**src/rtl/l2big_control.sv**
```systemverilog
// Control FSM for the 8-way, 8-set write-back L2: hit/miss sequencing,
// per-set tree pseudo-LRU, victim selection and physical-memory handshake.
module l2big_control #(
    parameter int INDEX_WIDTH = 3
) (
    input  logic                   clk,
    input  logic                   reset,
    input  logic                   mem_read,
    input  logic                   mem_write,
    input  logic [INDEX_WIDTH-1:0] index,
    input  logic [7:0]             Hit,
    input  logic [7:0]             Valid,
    input  logic [7:0]             Dirty,
    input  logic                   pmem_resp,
    output logic                   mem_resp,
    output logic                   pmem_read,
    output logic                   pmem_write,
    output logic [7:0]             write,
    output logic                   valid_data,
    output logic                   dirty_data,
    output logic [7:0]             datainmux_sel,
    output logic                   pmem_address_mux_sel,
    output logic [2:0]             basemux_sel,
    output logic [2:0]             pmem_wdatamux_sel
);

    typedef enum logic [1:0] {
        IDLE      = 2'd0,
        CHECK     = 2'd1,
        WRITEBACK = 2'd2,
        ALLOCATE  = 2'd3
    } state_t;

    state_t     state_r;
    state_t     state_s;
    logic [6:0] plru_r [0:(2**INDEX_WIDTH)-1];
    logic [2:0] victim_r;
    logic [2:0] victim_s;
    logic [2:0] hit_way_s;
    logic       hit_s;
    logic       req_s;
    logic       plru_we_s;
    logic [2:0] plru_way_s;

    // Lowest-index set bit; 0 when the vector is empty.
    function automatic logic [2:0] first_set(input logic [7:0] v);
        logic [2:0] r;
        r = 3'd0;
        for (int i = 7; i >= 0; i--) begin
            if (v[i]) begin
                r = 3'(i);
            end
        end
        return r;
    endfunction

    function automatic logic [2:0] plru_victim(input logic [6:0] b);
        logic       mid;
        logic       leaf;
        mid = b[0] ? b[2] : b[1];
        case ({b[0], mid})
            2'd0:    leaf = b[3];
            2'd1:    leaf = b[4];
            2'd2:    leaf = b[5];
            2'd3:    leaf = b[6];
            default: leaf = 1'b0;
        endcase
        return {b[0], mid, leaf};
    endfunction

    // Point every node on way w's path away from w.
    function automatic logic [6:0] plru_touch(input logic [6:0] b, input logic [2:0] w);
        logic [6:0] r;
        r = b;
        r[0] = ~w[2];
        if (w[2]) begin
            r[2] = ~w[1];
        end else begin
            r[1] = ~w[1];
        end
        case (w[2:1])
            2'd0:    r[3] = ~w[0];
            2'd1:    r[4] = ~w[0];
            2'd2:    r[5] = ~w[0];
            2'd3:    r[6] = ~w[0];
            default: r = b;
        endcase
        return r;
    endfunction

    assign hit_s     = |Hit;
    assign req_s     = mem_read | mem_write;
    assign hit_way_s = first_set(Hit);

    // State, latched victim and PLRU storage.
    always_ff @(posedge clk) begin
        if (reset) begin
            state_r  <= IDLE;
            victim_r <= 3'd0;
            for (int i = 0; i < 2**INDEX_WIDTH; i++) begin
                plru_r[i] <= 7'd0;
            end
        end else begin
            state_r <= state_s;
            if (state_r == CHECK && req_s && !hit_s) begin
                victim_r <= victim_s;
            end
            if (plru_we_s) begin
                plru_r[index] <= plru_touch(plru_r[index], plru_way_s);
            end
        end
    end

    // Next state, miss victim choice and PLRU update request.
    always_comb begin
        state_s    = state_r;
        plru_we_s  = 1'b0;
        plru_way_s = 3'd0;
        if (&Valid) begin
            victim_s = plru_victim(plru_r[index]);
        end else begin
            victim_s = first_set(~Valid);
        end
        case (state_r)
            IDLE: begin
                if (req_s) begin
                    state_s = CHECK;
                end else begin
                    state_s = IDLE;
                end
            end
            CHECK: begin
                if (!req_s) begin
                    state_s = IDLE;
                end else if (hit_s) begin
                    state_s    = IDLE;
                    plru_we_s  = 1'b1;
                    plru_way_s = hit_way_s;
                end else if (Valid[victim_s] && Dirty[victim_s]) begin
                    state_s = WRITEBACK;
                end else begin
                    state_s = ALLOCATE;
                end
            end
            WRITEBACK: begin
                if (pmem_resp) begin
                    state_s = ALLOCATE;
                end else begin
                    state_s = WRITEBACK;
                end
            end
            ALLOCATE: begin
                if (pmem_resp) begin
                    state_s    = CHECK;
                    plru_we_s  = 1'b1;
                    plru_way_s = victim_r;
                end else begin
                    state_s = ALLOCATE;
                end
            end
            default: state_s = IDLE;
        endcase
    end

    // Output decode from state, latched victim and hit vector.
    always_comb begin
        mem_resp             = 1'b0;
        pmem_read            = 1'b0;
        pmem_write           = 1'b0;
        write                = 8'd0;
        valid_data           = 1'b0;
        dirty_data           = 1'b0;
        datainmux_sel        = 8'd0;
        pmem_address_mux_sel = 1'b0;
        basemux_sel          = 3'd0;
        pmem_wdatamux_sel    = 3'd0;
        case (state_r)
            CHECK: begin
                if (req_s && hit_s) begin
                    mem_resp = 1'b1;
                    if (mem_write) begin
                        write         = 8'd1 << hit_way_s;
                        datainmux_sel = 8'd1 << hit_way_s;
                        valid_data    = 1'b1;
                        dirty_data    = 1'b1;
                    end else begin
                        write = 8'd0;
                    end
                end else begin
                    mem_resp = 1'b0;
                end
            end
            WRITEBACK: begin
                pmem_write           = 1'b1;
                pmem_address_mux_sel = 1'b1;
                basemux_sel          = victim_r;
                pmem_wdatamux_sel    = victim_r;
            end
            ALLOCATE: begin
                pmem_read = 1'b1;
                if (pmem_resp) begin
                    write      = 8'd1 << victim_r;
                    valid_data = 1'b1;
                end else begin
                    write = 8'd0;
                end
            end
            default: begin
                mem_resp = 1'b0;
            end
        endcase
    end

endmodule

```
**config.mk**
```make
export PLATFORM = sky130hd
export DESIGN_NAME = l2big_control
export DESIGN_NICKNAME = d
export VERILOG_FILES = /design/src/rtl/l2big_control.sv
export SDC_FILE = /design/constraint.sdc
export NUM_CORES = 1
export LEC_CHECK = 0
export CAP_MARGIN = 30
export CORE_UTILIZATION = 39
export DETAILED_ROUTE_END_ITERATION = 7
export SLEW_MARGIN = 20
export SYNTH_ARGS = -nofsm -noshare
export SYNTH_HDL_FRONTEND = slang
export SYNTH_SLANG_ARGS = --single-unit
```
**constraint.sdc**
```tcl
create_clock -name clk -period 3.38 [get_ports clk]
set_input_delay 0.676 -clock clk [delete_from_list [all_inputs] [get_ports clk]]
set_output_delay 0.676 -clock clk [all_outputs]
set_load 0.005 [all_outputs]
```
==> results.md <==
- Site Rows: 33
- CORE AREA: between 8000 and 9000 um^2
- Crit path capture type: primary output
- Bufs and invs on worst path: 3
- Crit-path leading delay family: buffers and inverters
- EDFF count, synth: 56
- Post-route ant nets: 0
- CTS buffer count: 9
- CP max stage delay: between 0.5 and 0.6 ns
- Total I/O pin count: 60
- Worst-Margin Slew: ~0.55 ns
- Pwr Density: just under 400 nW/um^2
- Status: complete, no violations
- Hold Crit Class: reg2reg
- Initial antenna violation count: 0
- Diodes inserted: 0
- Drt drc: 0
- Pre-CTS setup slack: -0.1332 ns
- Critical-path top delay cell: clkdlybuf4s50_1
- Total power: 1.814 mW
- Number of synthesis warnings: 0
- Final Cycle Share: 0.9809
- P&R area growth vs syn: 37.03%
- Gr usage total: 0.2094
- Worst-path fanout max: 3
- 1st-iter DRT viols: approximately 180
- Post-synthesis sequential area ratio: 0.5247
- I/O Buffers: 59
- Initial DRT Pass Iterations: 4
- Clock skew: 0.007184 ns
- Via count: 2748
- Peak supply drop: 0.3170 mV
- Vias per cell: approximately 5.4
- Clk pin slew, worst setup/hold paths: ~0.070 ns
- #FFs+latches synth: 61
- Leakage: 1.797 nW
- Req. time, crit path: between 2 and 3 ns
- DP HPWL: approximately 6.5 mm
- # setup viols final: 0
- Final wirelength: about 9 mm
- Slew Viols, Final: 0
- CP Cell Sequence: clkdlybuf4s50_1 > nand2b_1 > a21oi_2 > o21bai_1 > a21oi_2 > buf_4 > o32ai_1 > clkdlybuf4s50_1
- First-pass GRT wire length: approximately 14 mm
- Maximum operating frequency: about 0.30 GHz
- Max Cap Viol: 0
- Final Net Count: 434
- Clock Latency Late Sink: 0.35 ns
- Synth cell types: 50
- Primary FF master, synth: edfxtp_1
- CP Class: in2out
- Mapped cell area: between 3000 and 4000 um^2
- Tmin final: 3.315 ns
- Startpoint types: input pin
- Vias in the first global route: approximately 2700
- Maximum number of pins on one net before global-route repair: 20
- Maximum clock path buffer count: 2
- Mapped Nets: ~330
- Layout cells sized above 1: 0.2187
- Die Span Y: between 90 and 100 um
- Slew margin rel.: 0.6300
- Die area: 9084 um^2
- Routability Congestion: ~0.86
- Htree depth: 3
- PnR worst setup slack: around 0.065 ns
- DR WL/cell: around 17 um
- Crit path DAT: around 2.6 ns
- Sinks on the clock net: 61
- Initial Util: 0.4071
- Gr ovfl total: 0
- CTS tree: yes
- Die X: 95.31 um
- Clock root buffer: clkbuf_8
- Mapped Cells: a little under 300
- Async SR Flop Fraction: 0
- Final Hold Vio Count: 0
- Hold buffers post-CTS: 0
- Fill count: between 700 and 800
- Avg Cell Area, Syn: around 11 um^2
flip-flops by register name (all words and copies together), names as in the netlist:
signal and count:
plru_r 56, state_r 2, victim_r 3
area by class of cell:
type	count	area, um^2	share of cell area
clock buffers	9	123.9	0.02662
multi-input cells	218	1538	0.3305
repair buffers	107	975.9	0.2097
well taps	105	131.4	0.02823
clock inverters	7	83.83	0.01802
inverters	5	18.77	0.004033
flip-flops and latches	61	1782	0.3829
per-stage QoR:
step / hold slack [ns] / setup TNS (ns) / instances / area [um^2] / utilization
2_1_floorplan: 0.4529 / 0 / 297 / 3396 / -
3_3_place_gp: 0.4833 / -0.1310 / 495 / 4404 / 0.5281
3_5_place_dp: 0.4854 / -0.1509 / 495 / 4404 / 0.5281
4_1_cts: 0.4949 / 0 / 511 / 4619 / 0.5539
5_1_grt: 0.5238 / -0.02635 / 512 / 4653 / 0.5579
6_report: 0.4905 / 0 / 512 / 4653 / 0.5579
synthesized netlist by cell type (4+ instances only):
cell      number  area share
mux2i_1       10       0.029
mux4_1         7       0.054
buf_4          4      0.0088
nor3_1         4      0.0059
nand2b_1      12       0.022
mux4_2         7       0.046
o21bai_1       4      0.0088
and2_1         6       0.011
dfxtp_1        5       0.029
nor2_1        77       0.085
nand2_1       21       0.023
a21oi_1        8       0.012
nor2b_1        6       0.011
edfxtp_1      56        0.50
nand3_1        7       0.010
mux2_2         4       0.013
inv_1          5      0.0055
tightest hold or removal path, stage by stage (launching register included):
cell and delay (ns):
dfxtp_1 0.34, nand2_1 0.06, a21oi_1 0.05
kinds of logic after synthesis:
| logic type | count (synthesis) | synth area share |
|---|---|---|
| AOI/OAI and AO/OA | 34 | 0.07038 |
| muxes | 32 | 0.1643 |
| and+or+nand+nor | 152 | 0.2082 |
| DFF | 61 | 0.5247 |
| buffers and inverters | 18 | 0.03242 |
worst paths after layout:
path	startpoint	end	slack, ns	cells past startpoint
worst max register to register	plru_r[3][6]	state_r[0]	0.88	7
worst min register to register	victim_r[2]	victim_r[2]	0.49	2
worst min-delay path	victim_r[2]	victim_r[2]	0.49	2
worst max-delay path	Hit[6]	write[4]	0.06	8
metal layers:
metal	vias up	global-route usage	routed length, um
met5	-	0	0
met4	0	0.08460	210
met3	18	0.03748	556
met2	112	0.3506	4129
met1	1310	0.2677	4038
li1	1308	-	-
report_power, final:
part | switching, mW | internal (mW)
combinational | 0.131 | 0.145
sequential | 0.0113 | 0.852
clock | 0.324 | 0.351
repair_timing:
action | CTS | global route
gates cloned | 0 | 0
setup endpoints to repair | 2 | 10
setup buffers | 0 | 1
gates resized for setup | 2 | 6
pin swaps | 0 | 1
cell usage in the layout (no fill, tap or decap), drive strengths merged, types with 2 or more instances in the layout:
master         instances
o21ai                  3
dfxtp                  5
mux2i                 12
mux2                   6
inv                    7
and3                   3
mux4                  14
a21boi                 2
o31a                   2
nand4                  3
nor4                   2
edfxtp                56
nor2b                  6
and2                   6
a22oi                  3
clkbuf                 9
nand2                 21
a31oi                  2
nand2b                12
clkinv                 3
clkdlybuf4s50         59
a21oi                  8
nor2                  77
buf                   48
nor3b                  3
o22ai                  3
o21bai                 4
or2                    3
o21a                   2
nor3                   4
nand3                  7
Note: power is estimated with default switching activity, not from simulation.
==> patch 1, RTL diff (same flow settings) <==
Register the input `Hit` before use, cleared by the reset. The logic sees it one clock later. The other inputs are not delayed to match.
--- a/src/rtl/l2big_control.sv
+++ b/src/rtl/l2big_control.sv
@@ -31,6 +31,16 @@
         ALLOCATE  = 2'd3
     } state_t;
 
+    logic [7:0] Hit_q;
+
+    always_ff @(posedge clk) begin
+        if (reset) begin
+            Hit_q <= '0;
+        end else begin
+            Hit_q <= Hit;
+        end
+    end
+
     state_t     state_r;
     state_t     state_s;
     logic [6:0] plru_r [0:(2**INDEX_WIDTH)-1];
@@ -88,9 +98,9 @@
         return r;
     endfunction
 
-    assign hit_s     = |Hit;
+    assign hit_s     = |Hit_q;
     assign req_s     = mem_read | mem_write;
-    assign hit_way_s = first_set(Hit);
+    assign hit_way_s = first_set(Hit_q);
 
     // State, latched victim and PLRU storage.
     always_ff @(posedge clk) begin
Check against the original RTL: not equivalent (a bounded check fails within 4 cycles, from zero or initial values and one cycle with reset high).
==> patch 1 against the original RTL <==
The run now ends with DRC left; count of clock-buffer cells in the layout rose by 6; maximum frequency increased by 4.6%; critical path depth fell by 2; first-iteration DRC count rose by 29%; routed wire length down 1.3%; setup slack better by 0.15 ns; total power grew 15%; final area up 0.86%; sequential share of layout area increased by 3.1 points; sequential cell count grew 8; clock power is 24% higher; synthesized area is 5.9% higher; via count grew 0.80%; highest routed layer unchanged.
==> patch 1: results (changes against the original RTL) <==
| Metric | Value |
|---|---|
| Status | `complete, but fails checks` |
| Failing checks | `DRC` |
| Clk buf depth | `2 (unchanged)` |
| All-Layer GR Usage | `0.200 (-0.00947)` |
| Top post-synthesis cells by area | `edfxtp_1, mux4_2, nor2_1` |
| Post-synth EDFFs | `56 (unchanged)` |
| Static leakage | `1.73 nW (-3.6%)` |
| Layout cells sized above 1 | `0.156 (-0.0631)` |
| Critical path peak fanout | `6 (+3)` |
| Worst vdd ir | `0.000339 V (+7.0%)` |
| Hold EP | `victim_r[2]` |
| Antenna cells | `0 (unchanged)` |
| Initial antenna violation count | `0 (unchanged)` |
| Reg2Reg Depth | `7 (unchanged)` |
| Hold/Removal Path Class | `reg -> reg` |
| P_sw | `480 µW (+2.9%)` |
| Worst-path clk slew | `0.07 ns (about the same)` |
| R2R setup slack | `0.75 ns (-0.13 ns)` |
| DRC | `10 (+10)` |
| Placed insts | `497 (+0.40%)` |
| Hold path depth | `2 (unchanged)` |
| Top Registers | `plru_r: 56 flops, Hit_q: 8 flops, victim_r: 3 flops` |
| Non-Filler Instances | `513 (+0.20%)` |
| 1st-iter DRT viols | `229 (+29%)` |
| Post-synth top flop | `edfxtp_1` |
| Top cells by instance count after synthesis | `nor2_1, edfxtp_1, nand2_1, nor2b_1, mux4_2` |
| Post-CTS setup buffers | `0 (unchanged)` |
| Root Buffer | `clkbuf_8` |
| Wire per inst | `17.2 µm (-1.5%)` |
| Final nets | `432 (-0.46%)` |
| Vias in the first global route | `2797 (+3.0%)` |
| TritonCTS buffer count | `9 (unchanged)` |
| Worst Hold Launch | `victim_r[2]` |
| Avg Inst Size Synth | `11.2 µm² (-2.3%)` |
| Skew-Pair Late Insertion Delay | `0.34 ns` |
| Post-CTS Resized | `0 (-2)` |
| Dpl hpwl | `6450 µm (-1.3%)` |
| # port buffers | `59 (unchanged)` |
| First-pass GRT wire length | `14500 µm (+6.2%)` |
| R2r startpoint | `state_r[0]` |
| Clock Skew | `0.0142 ns (+0.00699 ns)` |
| Async set or reset register ratio after synthesis | `0 (unchanged)` |
| Filler cells | `813 (+13%)` |
| Gpl congestion | `0.820 (-4.2%)` |
| CTS H-tree depth | `3 (unchanged)` |
| Mapped Nets | `354 (+7.6%)` |
| Reg-to-reg endpoint | `plru_r[7][6]` |
| Yosys cell types | `42 (-16%)` |
| Post-synthesis sequential area ratio | `0.540 (+0.0153)` |
| DRT Pass-1 Iters | `7 (+3)` |
| Largest net degree at the start of global routing | `20 (unchanged)` |
| Critical Path AT | `2.49 ns (-0.15 ns)` |
| Least-Margin Pin Slew | `0.556 ns (+0.00252 ns)` |
| Yosys warning total | `0 (unchanged)` |
| Vias per inst | `5.40 (+0.60%)` |
[patch 1: cell types whose count changed after synthesis, moves of 2 or more]
cell,before,now
nor2b_1,6,16
dfxtp_1,5,13
mux4_1,7,0
mux4_2,7,14
mux2i_1,10,13
nor2_1,77,80
o211ai_1,0,3
a31oi_1,2,0
a41oi_1,0,2
buf_2,3,1
nand2_1,21,23
nand3_1,7,9
o21ai_1,0,2
o31a_1,2,0
[patch 1: worst max path at each step]
| stage | from | to | slack, ns |
|---|---|---|---|
| after global placement | index[0] | state_r[0] | 0.06 |
| final | mem_write | valid_data | 0.21 |
| after floorplan | index[2] | state_r[0] | 0.64 |
| after global routing | mem_write | valid_data | 0.10 |
| after CTS | mem_write | valid_data | 0.20 |
| after detailed placement | index[0] | state_r[0] | 0.02 |
[patch 1: cell families (layout without fill, tap and decap cells)]
group	after synthesis	in the layout	share of synthesized area
AND/OR/NAND/NOR	164	164	0.212
flip-flops	69	69	0.540
AO/OA/AOI/OAI	36	36	0.0713
multiplexers	33	33	0.146
buffers and inverters	20	103	0.0306
[patch 1: area by class of cell]
cell class,count,area (µm²),area share
Tap cell,108,135,0.0288
Multi-Input combinational cell,233,1540,0.329
Timing Repair Buffer,81,781,0.166
Clock buffer,15,263,0.0560
Sequential cell,69,1940,0.414
Clock inverter,1,6.26,0.00133
Inverter,6,22.5,0.00480
[patch 1: power groups by stage]
stage / clock, mW / sequential (mW) / combinational (mW)
after floorplan: 0 / 0.978 / 0.156
after global placement: 0 / 0.986 / 0.274
after detailed placement: 0 / 0.987 / 0.275
after CTS: 0.850 / 0.967 / 0.278
after global routing: 0.880 / 0.971 / 0.301
final: 0.834 / 0.967 / 0.276
[patch 1: layer usage]
metal | vias to the layer above | GRT usage | share of wire
li1 | 1323 | - | -
met1 | 1334 | 0.257 | 0.42
met2 | 101 | 0.330 | 0.48
met3 | 12 | 0.0451 | 0.077
met4 | 0 | 0.0758 | 0.016
met5 | - | 0 | 0
[patch 1: worst max-delay path, stage by stage]
cell	delay [ns]
clkdlybuf4s50_1	0.50
o21ai_1	0.27
nor2_1	0.16
and2_1	0.19
or2_2	0.26
clkdlybuf4s50_1	0.44
[patch 1: per-stage QoR]
step / hold slack, ns / instance area (µm²) / worst slack [ns] / total power, mW
2_1_floorplan: 0.488 / 3600 / 0.644 / 1.13
3_3_place_gp: 0.522 / 4420 / 0.0572 / 1.26
3_5_place_dp: 0.537 / 4420 / 0.0155 / 1.26
4_1_cts: 0.555 / 4690 / 0.203 / 2.10
5_1_grt: 0.585 / 4690 / 0.104 / 2.15
6_report: 0.550 / 4690 / 0.211 / 2.08
==> patch 2, RTL diff (config.mk and constraints unchanged) <==
Without the edit above. Change the parameter `INDEX_WIDTH` from 3 to 4.
--- a/src/rtl/l2big_control.sv
+++ b/src/rtl/l2big_control.sv
@@ -1,7 +1,7 @@
 // Control FSM for the 8-way, 8-set write-back L2: hit/miss sequencing,
 // per-set tree pseudo-LRU, victim selection and physical-memory handshake.
 module l2big_control #(
-    parameter int INDEX_WIDTH = 3
+    parameter int INDEX_WIDTH = 4
 ) (
     input  logic                   clk,
     input  logic                   reset,
Interface: changed (resized index); port bits go from 60 to 61. No check against the original RTL was run, so the function may have changed too.
==> patch 2 against the original RTL <==
Sequential cell count up 56; maximum frequency is 0.17% lower; synthesized cell count grew 57%; final area is 61% higher; total power up 110%; count of clock-buffer cells in the layout increased by 9; synthesized area rose by 69%; global-route usage hardly changed; non-clock buffer count is 7 higher; setup slack worse by 0.0057 ns; clock skew grew 0.0080 ns; routed wire length up 68%.
==> patch 2: results (changes against the original RTL) <==
| Metric | Value |
|---|---|
| Least-Margin Pin Slew | `0.503 ns (-0.0503 ns)` |
| Vias per inst | `5.53 (+3.1%)` |
| Clock Skew | `0.0152 ns (+0.00802 ns)` |
| Post-synth EDFFs | `112 (+100%)` |
| Worst-path clk slew | `0.05 ns (-0.02 ns)` |
| First-pass GRT wire length | `22700 µm (+66%)` |
| Top Registers | `plru_r: 112 flops, victim_r: 3 flops, state_r: 2 flops` |
| Skew-Pair Late Insertion Delay | `0.42 ns (+0.07 ns)` |
| CTS H-tree depth | `4 (+1)` |
| WL met3 | `1040 µm (+87%)` |
| Yosys cell types | `40 (-20%)` |
| Placed insts | `735 (+48%)` |
| Non-Filler Instances | `766 (+50%)` |
| R2R setup slack | `0.78 ns (-0.10 ns)` |
| Final nets | `607 (+40%)` |
| Worst vdd ir | `0.000323 V (+1.8%)` |
| Dpl hpwl | `10800 µm (+65%)` |
| Met2 WL | `7000 µm (+70%)` |
| Status | `complete, no violations` |
| Pre-CTS setup slack | `-0.200 ns (-0.0663 ns)` |
| Setup crit end | `write[5]` |
| Layout cells sized above 1 | `0.205 (-0.0139)` |
| TritonCTS buffer count | `17 (+8)` |
| PD cells | `501 nW/µm² (+29%)` |
| Largest net degree at the start of global routing | `32 (+60%)` |
| Final Routed Wirelength | `15000 µm (+68%)` |
| Seq pwr share | `0.442 (-0.034)` |
| # port buffers | `60 (+1.7%)` |
| Crit path launch | `Hit[2]` |
| DRT met1 WL | `6650 µm (+65%)` |
| Comb pwr | `372 µW (+35%)` |
| Top cells by instance count after synthesis | `nor2_1, edfxtp_1, mux4_2, nand2_1, nand2b_1` |
| Mapped Nets | `499 (+52%)` |
| Post-CTS Resized | `0 (-2)` |
| Grt met1 use | `0.276 (+0.00783)` |
| Root Buffer | `clkbuf_16` |
| Vias in the first global route | `4144 (+53%)` |
| Critical path's largest stage delay | `0.53 ns (-0.03 ns)` |
| Met3 Usage GRT | `0.0498 (+0.0123)` |
| R2r startpoint | `plru_r[11][1]` |
[patch 2: worst min-delay path: stages (launching register included)]
cell and delay [ns]:
dfxtp_1 0.33, mux2i_1 0.13, nor2_1 0.05
[patch 2: through the flow]
stage	setup TNS (ns)	instance area [µm²]	hold slack [ns]
after floorplan	0	5740	0.488
after global placement	-0.147	6870	0.534
after detailed placement	-0.200	6870	0.539
after CTS	0	7440	0.549
after global routing	-0.0616	7470	0.596
final	0	7470	0.548
[patch 2: cell families after synthesis]
group           Yosys count  share of synthesized area
simple gates            236                      0.185
compound gates           41                     0.0534
flops                   117                      0.603
buf+inv                  32                     0.0279
mux                      40                      0.131
[patch 2: final cells by class]
cell class / instances / area (µm²)
timing repair buffer: 114 / 1040
clock buffer: 18 / 429
sequential: 117 / 3460
fill: 1245 / 6630
tap: 180 / 225
clock inverter: 13 / 136
multi-input combinational: 317 / 2150
inverter: 7 / 26.3
